File: config.mk
export PLATFORM = sky130hd
export DESIGN_NAME = bp_be_cache_req_arbiter
export DESIGN_NICKNAME = d
export VERILOG_FILES = /design/src/rtl/bp_be_cache_req_arbiter.sv
export SDC_FILE = /design/constraint.sdc
export NUM_CORES = 1
export LEC_CHECK = 0
export CORE_AREA = 2 2 39 41
export CTS_CLUSTER_SIZE = 20
export DETAILED_ROUTE_END_ITERATION = 16
export DIE_AREA = 0 0 41 43
export DONT_BUFFER_PORTS = 1
export GPL_ROUTABILITY_DRIVEN = 0
export GPL_TIMING_DRIVEN = 0
export PLACE_DENSITY = 0.43
export SYNTH_ARGS = -nofsm -noshare
export SYNTH_HDL_FRONTEND = slang
export SYNTH_SLANG_ARGS = --single-unit
export TNS_END_PERCENT = 20
File: constraint.sdc
create_clock -name clk_i -period 1.87 [get_ports clk_i]
set_input_delay 0.374 -clock clk_i [delete_from_list [all_inputs] [get_ports clk_i]]
set_output_delay 0.374 -clock clk_i [all_outputs]
set_load 0.02 [all_outputs]
File: src/rtl/bp_be_cache_req_arbiter.sv
// Arbitrates the single BE-to-LCE cache service port among num_req_p requesters, one transaction
// outstanding. Define BP_BE_CACHE_ARB_FIXED_PRIO_EN for fixed priority (lowest index wins).
module bp_be_cache_req_arbiter #(
  parameter int num_req_p        = 2,
  parameter int req_width_p      = 8,
  parameter int metadata_width_p = 4,
  localparam int lg_num_req_lp   = (num_req_p > 1) ? $clog2(num_req_p) : 1
) (
  input  logic                                  clk_i,
  input  logic                                  reset_i,
  input  logic [num_req_p*req_width_p-1:0]      req_i,
  input  logic [num_req_p-1:0]                  req_v_i,
  output logic [num_req_p-1:0]                  req_ready_o,
  input  logic [num_req_p*metadata_width_p-1:0] req_metadata_i,
  input  logic [num_req_p-1:0]                  req_metadata_v_i,
  output logic [num_req_p-1:0]                  req_complete_o,
  output logic [req_width_p-1:0]                cache_req_o,
  output logic                                  cache_req_v_o,
  input  logic                                  cache_req_ready_i,
  output logic [metadata_width_p-1:0]           cache_req_metadata_o,
  output logic                                  cache_req_metadata_v_o,
  input  logic                                  cache_req_complete_i,
  output logic                                  busy_o,
  output logic [lg_num_req_lp-1:0]              owner_o,
  output logic                                  error_o
);

  typedef enum logic {e_idle, e_busy} state_e;

  state_e                   state_r, state_n;
  logic [lg_num_req_lp-1:0] rr_ptr_r, rr_ptr_n, owner_r, owner_n, sel;
  logic [lg_num_req_lp:0]   idx_w;
  logic [lg_num_req_lp-1:0] cand;
  logic                     found, error_r, error_n, any_v, accept;

  // Rotating search starting at rr_ptr; wraps modulo num_req_p.
  always_comb begin
    sel   = '0;
    found = 1'b0;
    idx_w = '0;
    cand  = '0;
    for (int k = 0; k < num_req_p; k++) begin
      idx_w = {1'b0, rr_ptr_r} + (lg_num_req_lp+1)'(k);
      if (idx_w >= (lg_num_req_lp+1)'(num_req_p))
        idx_w = idx_w - (lg_num_req_lp+1)'(num_req_p);
      cand = idx_w[lg_num_req_lp-1:0];
      if (!found && req_v_i[cand]) begin
        found = 1'b1;
        sel   = cand;
      end
    end
  end

  // Reset gates the request side so nothing is offered while the block is held in reset.
  assign any_v  = (state_r == e_idle) & (|req_v_i) & ~reset_i;
  assign accept = any_v & cache_req_ready_i;

  always_comb begin
    state_n                = state_r;
    rr_ptr_n               = rr_ptr_r;
    owner_n                = owner_r;
    error_n                = error_r;
    req_ready_o            = '0;
    req_complete_o         = '0;
    cache_req_o            = req_i[sel*req_width_p +: req_width_p];
    cache_req_v_o          = 1'b0;
    cache_req_metadata_o   = req_metadata_i[sel*metadata_width_p +: metadata_width_p];
    cache_req_metadata_v_o = 1'b0;
    case (state_r)
      e_idle: begin
        cache_req_v_o          = any_v;
        req_ready_o[sel]       = any_v & cache_req_ready_i;
        cache_req_metadata_v_o = req_metadata_v_i[sel] & accept;
        if (accept) begin
          owner_n = sel;
          state_n = e_busy;
        end
        // A stray completion has no owner; drop it and flag it.
        if (cache_req_complete_i) error_n = 1'b1;
      end
      e_busy: begin
        cache_req_metadata_o   = req_metadata_i[owner_r*metadata_width_p +: metadata_width_p];
        cache_req_metadata_v_o = req_metadata_v_i[owner_r];
        if (cache_req_complete_i) begin
          req_complete_o[owner_r] = 1'b1;
          state_n                 = e_idle;
`ifdef BP_BE_CACHE_ARB_FIXED_PRIO_EN
          rr_ptr_n = '0;
`else
          rr_ptr_n = (owner_r == lg_num_req_lp'(num_req_p-1)) ? '0 : owner_r + 1'b1;
`endif
        end
      end
      default: state_n = e_idle;
    endcase
  end

  always_ff @(posedge clk_i or posedge reset_i) begin
    if (reset_i) begin
      state_r  <= e_idle;
      rr_ptr_r <= '0;
      owner_r  <= '0;
      error_r  <= 1'b0;
    end else begin
      state_r  <= state_n;
      rr_ptr_r <= rr_ptr_n;
      owner_r  <= owner_n;
      error_r  <= error_n;
    end
  end

  assign busy_o  = (state_r == e_busy);
  assign owner_o = owner_r;
  assign error_o = error_r;

endmodule

Yosys cells after proc, flatten, opt, wreduce, memory -nomap -nowiden
Index checks and enable logic that the tools add are counted.

cells by class
  add/subtract/negate cells = 4
  magnitude comparators = 8
  shift operators = 3
  muxes and demuxes = 27
  bitwise logic cells = 7
  reductions and logical operators = 8

operator list
  cell                                                                                  count
  1-bit two-way mux                                                                     19
  16-bit by 5-bit indexed part select with 8-bit output                                 1
  8-bit by 4-bit indexed part select with 4-bit output                                  2
  1-bit by 2-bit < comparator with 1-bit output (second input constant)                 4
  2-bit two-way mux                                                                     3
  2-bit AND reduction                                                                   3
  1-bit bitwise AND                                                                     4
  4-bit two-way mux                                                                     1
  1-bit one-hot mux with 2 select lines                                                 2
  1-bit logical AND                                                                     3
  1-bit by 1-bit adder with 2-bit output (second input constant)                        1
  2-bit bitwise AND                                                                     1
  1-bit demux with 1-bit select                                                         2
  1-bit greater-or-equal comparator (second input constant)                             2
  1-bit by 2-bit greater-or-equal comparator with 1-bit output (second input constant)  1
  2-bit greater-or-equal comparator (second input constant)                             1
  1-bit inverter                                                                        2
  2-bit OR reduction                                                                    1
  1-bit subtractor (second input constant)                                              2
  1-bit adder (second input constant)                                                   1
  1-bit logical NOT                                                                     1

storage, ports and cells
  bits in registers = 4
  output and inout bits = 21

Logic depth before layout (Yosys ltp)
Gate-level depths: netlist of the first run.

  depth after elaboration = 14
  gate-level depth with buffers = 5

Worst setup path before layout of the first run
OpenSTA, ideal clock, no wires.

  path type = register to output
  start point = reg state_r, in the netlist busy_o
  end point = out cache_req_metadata_o[0]
  arrival = 1.242 ns
  data required time = 1.496 ns
  path slack = 0.254 ns
  cell stages (with the launch flop) = 3
  buffers on the path = 0
  cells stage by stage = dfrtp_1 -> o21ai_2 -> mux2_1

between the ends
  word-level cells in the longest chain between the ends = 1

ends and longest elaborated chain
  what                    line  text
  start, declared         30    state_e state_r, state_n;
  start signal, assigned  100   state_r <= e_idle;
  start signal, assigned  105   state_r <= state_n;
  4-bit two-way mux       69    case (state_r)
  end, declared           20    output logic [metadata_width_p-1:0] cache_req_metadata_o,

Every way passes these cells.

Final worst setup path of the first run
  start point = reg rr_ptr_r
  end point = out cache_req_metadata_v_o

between the ends
  word-level cells in the longest chain between the ends = 12

ends and longest elaborated chain
  what                                                                                                     line    text
  start, declared                                                                                          31      logic [lg_num_req_lp-1:0] rr_ptr_r, rr_ptr_n, owner_r, owner_n, sel;
  start signal, assigned                                                                                   106     rr_ptr_r <= rr_ptr_n;
  1-bit by 2-bit greater-or-equal comparator with 1-bit output / 1-bit subtractor (equally long branches)  44, 45
  1-bit two-way mux                                                                                        44      if (idx_w >= (lg_num_req_lp+1)'(num_req_p))
  1-bit two-way mux (not written as such) (2 in a row)                                                     47      if (!found && req_v_i[cand]) begin
  1-bit two-way mux                                                                                        47
  1-bit logical NOT                                                                                        47
  1-bit logical AND                                                                                        47
  1-bit two-way mux (*)                                                                                    47
  1-bit two-way mux (not written as such) (*) (2 in a row)                                                 73      cache_req_metadata_v_o = req_metadata_v_i[sel] & accept;
  1-bit bitwise AND (*)                                                                                    73
  1-bit one-hot mux with 2 select lines (*)                                                                69
  end, declared                                                                                            21      output logic cache_req_metadata_v_o,

Mark *: on every way between the ends. The rest lies on a longest branch, timed or not. The select of a mux whose other input is x is not followed.

==> reports/qor.yml, run 1 <==
final_layout:
  n_antenna_cell: 0
  nets: 78
  area_growth_pct: 27.33
  fin_cells: 60
  nFillCells: 140
  finalInstanceArea_um2: 513.0
  drive_gt1_share_pct: 61.36
synthesis:
  ys_warn_count: 0
  yosysUniqueCellTypes: 21
  avgSynthCellArea_um2: 10.33
  syn_inst: 39
  syn-num-nets: 71
  netlist_area_um2: 402.9
  yosysMostFrequentCell: "mux2_2"
  ys_async_sr_fraction_pct: 100.0
  ys_seq_elements: 4
  synthTopCellsByCount: "mux2_2 (8), dfrtp_1 (4), nor2_1 (3)"
  synth_edf_count: 0
  synth_top_area_share_pct: 24.84
  synth-seq-area-share_pct: 24.84
  yosys_most_used_dff: "dfrtp_1"
  synth_top_cell_by_area: "dfrtp_1"
  yosys-top-cells-area: "dfrtp_1 (25%), mux2_2 (22%), mux2_4 (7.5%)"
sta:
  maxSlewHeadroom_pct: 74.54
  setup_viol: 0
  hold_ws_ns: 0.2498
  rsz0062_at_grt: "yes"
  drv_slew: 0
  period_share_pct: 98.22
  hold_viol: 0
  max_freq_mhz: 544.5
  setup_tns_ns: 0
  period_needed_ns: 1.837
  tightest_slew_ns: 0.3805
  skew_ns: 0.002909
clocking:
  clockBufferDepth: 2
  cts_sinks: 4
  clk_latency_ns: 0.23
  root_buffer: "clkbuf_4"
  clk_pin_slew_worst_paths_ns: 0.03
  htree_levels: 1
  cts_tree: "built"
  cts_made_buffers: 3
routing:
  drt_iter0_drc: 1
  dr.pass1.iters: 2
  vias: 340
  wl_per_cell_um: 18.50
  post-route-drc-count: 0
  ant_nets: 0
  wl_um: 1110
  via_per_inst: 5.667
min_path:
  hp-class: "in -> reg"
place:
  hpwlAfterDp_um: 954.8
  place_inst: 55
  dpl_cell_area_um2: 422.9
  port_buffers: 0
critical_path:
  crit_buf_inv: 1
  critPathSlowestCell: "dfrtp_1"
  worst_setup_path_end_kind: "output port"
  worst_setup_path_start_kind: "flip-flop"
  crit_type: "reg -> out"
  cp_max_fo: 10
  cp_data_arrival_time_ns: 1.46
  path_cells: "o21ai_4 -> buf_6 -> mux2i_2 -> o22ai_4"
  critical_path.top_delay_family: "flip-flops"
  cpPeakStageDelay_ns: 0.40
  critPathRequiredTime_ns: 1.50
die:
  die_x_um: 41
  die_area_um2: 1763
  die_y_um: 43
  rows: 14
  start_util_pct: 29.11
  core_area_um2: 1384
  io_pins: 53
job:
  maxCapViolations: 0
pwr:
  total_leakage_power_nw: 0.1962
  ir_worst_vdd_v: 0.0002582
  powerDensity_nw_per_um2: 854.7
global_route:
  grt_pass1_vias: 363
  grt_usage_pct: 13.22
  grt_first_pass_wirelength_um: 1600
  grt_start_max_net_pins: 11
  grt_antenna_before_repair: 0
  grt_overflow: 0
outcome:
  outcome: "finished, final reports clean"
-- kinds of logic (layout without fill, tap and decap cells) --
family	after synthesis	count (layout)	synth area share, %
muxes	14	14	40.37
and+or+nand+nor	9	9	11.49
buffers and inverters	4	9	5.590
AOI/OAI and AO/OA	8	8	17.70
DFF	4	4	24.85
-- layout make-up --
type | count | area [um2] | area share (%)
multi-input combinational | 31 | 330.3 | 64.39
sequential | 4 | 102.6 | 20.00
clock buffer | 3 | 22.52 | 4.390
tap | 16 | 20.02 | 3.902
timing repair buffer | 2 | 15.01 | 2.927
buffer | 1 | 11.26 | 2.195
inverter | 3 | 11.26 | 2.195
-- stage by stage --
| step | utilization [%] | power [mW] | setup slack (ns) |
|---|---|---|---|
| after floorplan | - | 0.2902 | 0.2535 |
| after global placement | 30.56 | 0.3079 | 0.1139 |
| after detailed placement | 30.56 | 0.3115 | 0.08645 |
| after CTS | 36.35 | 0.4412 | -0.01155 |
| after global routing | 37.07 | 0.4628 | -0.01007 |
| final | 37.07 | 0.4385 | 0.03336 |
-- where the power goes --
part / internal, mW / switching [mW] / leakage, nW / total [mW]
clock network: 0.0714 / 0.0312 / 0.0138 / 0.103
registers: 0.103 / 0.0344 / 0.0419 / 0.137
logic: 0.0799 / 0.119 / 0.140 / 0.199
-- routing by layer --
| metal | GRT usage [%] | part of all wire (%) |
|---|---|---|
| met4 | 6.000 | 1.7 |
| met5 | 0 | 0 |
| met1 | 13.07 | 30 |
| met3 | 2.094 | 8.6 |
| met2 | 24.38 | 59 |
-- registers in the layout, summed over array words and instances (netlist names) --
signal and count:
busy_o 1, error_o 1, owner_o 1, rr_ptr_r 1
-- repair_timing --
| item | in CTS | in global routing |
|---|---|---|
| setup endpoints to repair | 7 | 5 |
| setup buffers | 0 | 1 |
| pin swaps | 3 | 1 |
| hold buffers | 1 | 0 |
| gates resized for setup | 9 | 1 |
| hold endpoints to repair | 4 | 0 |
-- path summary, 6_finish.rpt --
kind	from	to	slack, ns	cells past startpoint
worst max-delay path	rr_ptr_r$_DFFE_PP0P_	cache_req_metadata_v_o	0.03	4
worst min-delay path	cache_req_complete_i	busy_o$_DFF_PP0_	0.25	1
worst max register to register	busy_o$_DFF_PP0_	owner_o$_DFFE_PP0P_	0.52	4
worst min register to register	rr_ptr_r$_DFFE_PP0P_	rr_ptr_r$_DFFE_PP0P_	0.57	2
max in group asynchronous	reset_i	owner_o$_DFFE_PP0P_	1.16	2
min in group asynchronous	reset_i	rr_ptr_r$_DFFE_PP0P_	0.53	2
-- cells in the final DEF (no fill, tap or decap) --
cell,instances
a21o_1,2
clkbuf_4,3
nor2b_2,1
clkbuf_2,1
o21ai_0,1
dlygate4sd3_1,1
o2111ai_4,1
and3_1,1
o21ai_4,2
mux2_1,2
inv_1,1
mux2_2,8
dfrtp_2,2
mux2i_1,1
nor3_2,1
mux2i_2,1
mux2_4,2
nor3_4,1
dfrtp_1,2
nor2_1,3
inv_2,2
nand2_1,2
o22ai_4,1
a21oi_1,1
buf_6,1
(Power assumes the default switching activity.)
==> run 2, diff against run 1 <==
- CAP_MARGIN: unset -> 20
- CELL_PAD_IN_SITES_DETAIL_PLACEMENT: unset -> 1
- CELL_PAD_IN_SITES_GLOBAL_PLACEMENT: unset -> 2
- CORE_AREA: 2 2 39 41 -> 2 2 43 45
- DIE_AREA: 0 0 41 43 -> 0 0 45 47
- PLACE_DENSITY: 0.43 -> 0.67
==> reports/qor.yml, run 2 (synthesis results as in run 1) <==
sta:
  period_share_pct: 97.15
  hold_viol: 0
  rsz0062_at_grt: "yes"
  max_freq_mhz: 550.4
  tightest_slew_ns: 0.4079
  hold_ws_ns: 0.2357
  setup_tns_ns: 0
  period_needed_ns: 1.817
  drv_slew: 0
  maxSlewHeadroom_pct: 72.66
  skew_ns: 0.001733
  setup_viol: 0
global_route:
  top_usage_layer: "met2"
  grt_first_pass_wirelength_um: 1407
  grtUsageMet1_pct: 10.65
  grt_overflow: 0
  grt_start_max_net_pins: 11
  met2_usage_pct: 16.00
  grt_pass1_vias: 327
  grt_antenna_before_repair: 0
  grt_use_met3_pct: 3.846
  grt_usage_pct: 9.185
routing:
  ant_nets: 0
  wl_um: 1130
  via_per_inst: 5.426
  vias: 331
  dr.pass1.iters: 1
  drt_iter0_drc: 0
  post-route-drc-count: 0
  wl_per_cell_um: 18.52
critical_path:
  reg2reg_setup_slack_ns: 0.51
  worst_setup_path_end_kind: "output port"
  r2r_cells: 4
  r2r_start: "busy_o$_DFF_PP0_"
  timing.rr.end: "owner_o$_DFFE_PP0P_"
  cp_max_fo: 10
  cp_data_arrival_time_ns: 1.44
  worst_setup_path_start_kind: "flip-flop"
  critPathRequiredTime_ns: 1.50
  crit_type: "reg -> out"
clocking:
  cts_tree: "built"
  clk_pin_slew_worst_paths_ns: 0.04
  root_buffer: "clkbuf_4"
  cts_made_buffers: 3
  htree_levels: 1
  cts_sinks: 4
  clk_latency_ns: 0.23
  clockBufferDepth: 2
place:
  hpwlAfterDp_um: 877.3
  port_buffers: 0
  place_inst: 56
pwr:
  power_uw: 436.8
  ir_worst_vdd_v: 0.0004482
  total_leakage_power_nw: 0.1962
  powerDensity_nw_per_um2: 849.5
die:
  core_area_um2: 1652
  rows: 15
  die_y_um: 47
  io_pins: 53
  die_x_um: 45
  die_area_um2: 2115
  start_util_pct: 24.39
final_layout:
  finish.utilization_pct: 31.14
  final_cell_mix: "mux2_2 (8), nor2_1 (3), clkbuf_4 (3)"
  n_antenna_cell: 0
  nets: 78
  fin_cells: 61
  nFillCells: 201
  final_common_cell: "mux2_2"
  area_growth_pct: 27.64
  drive_gt1_share_pct: 61.36
min_path:
  whs_endpoint: "busy_o$_DFF_PP0_"
  min_from: "cache_req_complete_i"
  holdPathStages: 1
  hp-class: "in -> reg"
outcome:
  outcome: "finished, final reports clean"
job:
  maxCapViolations: 0
==> run 2: cell counts in the layout (fill, tap and decap cells not counted) <==
Identical to the previous run, type by type.
==> run 2: worst max-delay path: stages (launching register included) <==
cell and delay [ns]:
dfrtp_1 0.40, o21ai_4 0.22, buf_6 0.18, mux2i_2 0.27
o22ai_4 0.14
==> run 2: worst max path at each step <==
stage	from	end	slack (ns)	cells past startpoint
floorplan	busy_o$_DFF_PP0_	cache_req_metadata_o[0]	0.25	2
global placement	busy_o$_DFF_PP0_	cache_req_metadata_v_o	0.10	3
detailed placement	busy_o$_DFF_PP0_	cache_req_metadata_v_o	0.09	3
CTS	busy_o$_DFF_PP0_	req_ready_o[1]	-0.01	3
global route	rr_ptr_r$_DFFE_PP0P_	cache_req_metadata_v_o	-0.04	4
finish	rr_ptr_r$_DFFE_PP0P_	cache_req_metadata_v_o	0.05	4
==> run 2: metrics by stage <==
stage | area [um2] | setup slack, ns
6_report | 514.2 | 0.05325
5_1_grt | 514.2 | -0.03666
4_1_cts | 493.0 | -0.01252
3_5_place_dp | 424.2 | 0.08583
3_3_place_gp | 424.2 | 0.1005
2_1_floorplan | 402.9 | 0.2535
==> run 2: metal layers <==
metal / up-vias / part of all wire [%]
met5: - / 0
met4: 0 / 0
met3: 0 / 7.8
met2: 19 / 58
met1: 161 / 34
li1: 151 / -
==> run 2: area by class of cell <==
class | instances | area (um2) | area share (%)
Multi-Input combinational cell | 31 | 330.3 | 64.23
Sequential cell | 4 | 102.6 | 19.95
Clock buffer | 3 | 22.52 | 4.380
Tap cell | 17 | 21.27 | 4.136
Timing Repair Buffer | 2 | 15.01 | 2.920
Buffer | 1 | 11.26 | 2.190
Inverter | 3 | 11.26 | 2.190
==> run 2: timing repair <==
action / CTS / global route
resized for setup: 7 / 3
pin swaps: 2 / 2
endpoints found under the hold margin: 4 / 0
hold buffers: 1 / 0
buffers inserted: 0 / 1
endpoints found under the setup margin: 7 / 4
==> run 2: power breakdown <==
group | internal [mW] | switching (mW)
clock network | 0.0716 | 0.0326
logic | 0.0799 | 0.118
registers | 0.103 | 0.0320
total | 0.254 | 0.183
==> run 3, diff against run 2 <==
--- a/config.mk
+++ b/config.mk
@@ -9,8 +9,8 @@
 export CELL_PAD_IN_SITES_DETAIL_PLACEMENT = 1
 export CELL_PAD_IN_SITES_GLOBAL_PLACEMENT = 2
-export CORE_AREA = 2 2 43 45
+export CORE_AREA = 10 10 51 53
 export CTS_CLUSTER_SIZE = 20
 export DETAILED_ROUTE_END_ITERATION = 16
-export DIE_AREA = 0 0 45 47
+export DIE_AREA = 0 0 61 63
 export DONT_BUFFER_PORTS = 1
 export GPL_ROUTABILITY_DRIVEN = 0
==> constraint.sdc (replaced) <==
create_clock -name clk_i -period 1.87 [get_ports clk_i]
set_input_delay 0.4675 -clock clk_i [delete_from_list [all_inputs] [get_ports clk_i]]
set_output_delay 0.4675 -clock clk_i [all_outputs]
set_load 0.02 [all_outputs]
==> reports/qor.yml, run 3 (synthesis results as in run 1) <==
pwr:
  internal-power_uw: 309.0
  seqPwrFrac_pct: 27.3
  pwr-share-clk_pct: 20.4
  ir_worst_vdd_v: 0.0003743
  total_leakage_power_nw: 0.2759
  p_comb_share_pct: 52.3
  p_sw_share_pct: 40.44
  power_switching_uw: 209.8
  power_uw: 518.9
  powerDensity_nw_per_um2: 822.8
clocking:
  holdBufCountCts: 0
  clk_latency_ns: 0.23
  cts_tree: "built"
  htree_levels: 1
  cts_sinks: 4
  clockBufferDepth: 2
  cts_made_buffers: 3
  root_buffer: "clkbuf_4"
  clk_pin_slew_worst_paths_ns: 0.04
critical_path:
  r2r_cells: 4
  critPathRequiredTime_ns: 1.40
  critPathSlowestCell: "dfrtp_1"
  crit_buf_inv: 1
  critical_path.top_delay_family: "flip-flops"
  cp_data_arrival_time_ns: 1.46
  path_cells: "o21ai_4 -> buf_6 -> o21ai_4 -> mux2_4"
  timing.rr.end: "owner_o$_DFFE_PP0P_"
  cp_common_cell: "o21ai_4"
  r2r_start: "busy_o$_DFF_PP0_"
  cpPeakStageDelay_ns: 0.40
  reg2reg_setup_slack_ns: 0.52
  crit_type: "reg -> out"
  worst_setup_path_end_kind: "output port"
  cp.depth: 4
  worst_setup_path_start_kind: "flip-flop"
  cp_max_fo: 4
die:
  rows: 15
  io_pins: 53
  die_y_um: 63
  core_area_um2: 1652
  die_x_um: 61
  start_util_pct: 24.39
  die_area_um2: 3843
routing:
  via_per_inst: 5.431
  post-route-drc-count: 0
  drt_iter0_drc: 2
  wl_um: 1666
  ant_nets: 0
  dr.pass1.iters: 2
  wl_per_cell_um: 25.63
  vias: 353
sta:
  period_share_pct: 102.8
  setup_viol: 9
  maxSlewHeadroom_pct: 55.72
  hold_viol: 0
  hold_ws_ns: 0.03406
  max_freq_mhz: 520.0
  tightest_slew_ns: 0.6591
  rsz0062_at_grt: "yes"
  period_needed_ns: 1.923
  setup_tns_ns: -0.2676
  drv_slew: 0
  skew_ns: 0.002045
  worst_slack_ns: -0.05307
global_route:
  grt_overflow: 0
  grt_usage_pct: 7.707
  grt_start_max_net_pins: 11
  grt_antenna_before_repair: 0
  grt_pass1_vias: 389
  grt_first_pass_wirelength_um: 2228
place:
  pre_cts_ws_ns: -0.02523
  dpl_cell_area_um2: 424.2
  hpwlAfterDp_um: 1310
  place_inst: 56
  port_buffers: 0
final_layout:
  nets: 82
  n_antenna_cell: 0
  finalInstanceArea_um2: 630.6
  final_cell_mix: "mux2_4 (12), clkbuf_4 (3), buf_4 (3)"
  final_common_cell: "mux2_4"
  finish.utilization_pct: 38.18
  fin_cells: 65
  area_growth_pct: 56.52
  drive_gt1_share_pct: 72.92
outcome:
  violations: "setup timing"
  outcome: "finished, violations left"
min_path:
  hp-class: "in -> async"
job:
  maxCapViolations: 0
run 3: cell types whose count changed in the layout (fill, tap and decap cells not counted), moves of 2 or more:
cell | before | now
mux2_4 | 2 | 12
mux2_1 | 2 | 0
mux2_2 | 8 | 0
buf_4 | 0 | 3
run 3: worst max path at each step:
| stage | start | endpoint | slack [ns] |
|---|---|---|---|
| global route | rr_ptr_r$_DFFE_PP0P_ | cache_req_metadata_o[2] | -0.10 |
| floorplan | busy_o$_DFF_PP0_ | cache_req_metadata_o[0] | 0.16 |
| global placement | busy_o$_DFF_PP0_ | cache_req_metadata_v_o | -0.02 |
| finish | rr_ptr_r$_DFFE_PP0P_ | cache_req_metadata_o[3] | -0.05 |
| detailed placement | busy_o$_DFF_PP0_ | cache_req_metadata_v_o | -0.03 |
| CTS | rr_ptr_r$_DFFE_PP0P_ | cache_req_metadata_v_o | -0.09 |
run 3: cell type report:
| cell class | instances | area (um2) |
|---|---|---|
| timing repair buffer | 6 | 67.56 |
| multi-input combinational | 31 | 387.9 |
| sequential | 4 | 102.6 |
| tap | 17 | 21.27 |
| clock buffer | 3 | 22.52 |
| fill | 188 | 1021 |
| inverter | 3 | 13.76 |
| buffer | 1 | 15.01 |
run 3: power groups by stage:
stage | registers [mW] | clock network [mW] | logic [mW]
after floorplan | 0.130 | 0 | 0.160
after global placement | 0.136 | 0 | 0.178
after detailed placement | 0.137 | 0 | 0.180
after CTS | 0.143 | 0.112 | 0.215
after global routing | 0.146 | 0.119 | 0.288
final | 0.142 | 0.106 | 0.271
run 3: metal layers:
metal | track usage (%) | vias to the layer above | part of all wire (%)
met5 | 0 | - | 0
met4 | 4.121 | 0 | 0.72
met3 | 4.472 | 2 | 12
met2 | 14.16 | 19 | 60
met1 | 5.802 | 172 | 27
li1 | - | 160 | -
run 3: what timing repair did:
item	in CTS	in global routing
setup endpoints to repair	16	17
gates resized for setup	18	13
pin swaps	3	1
gates cloned	0	1
buffers inserted	3	2
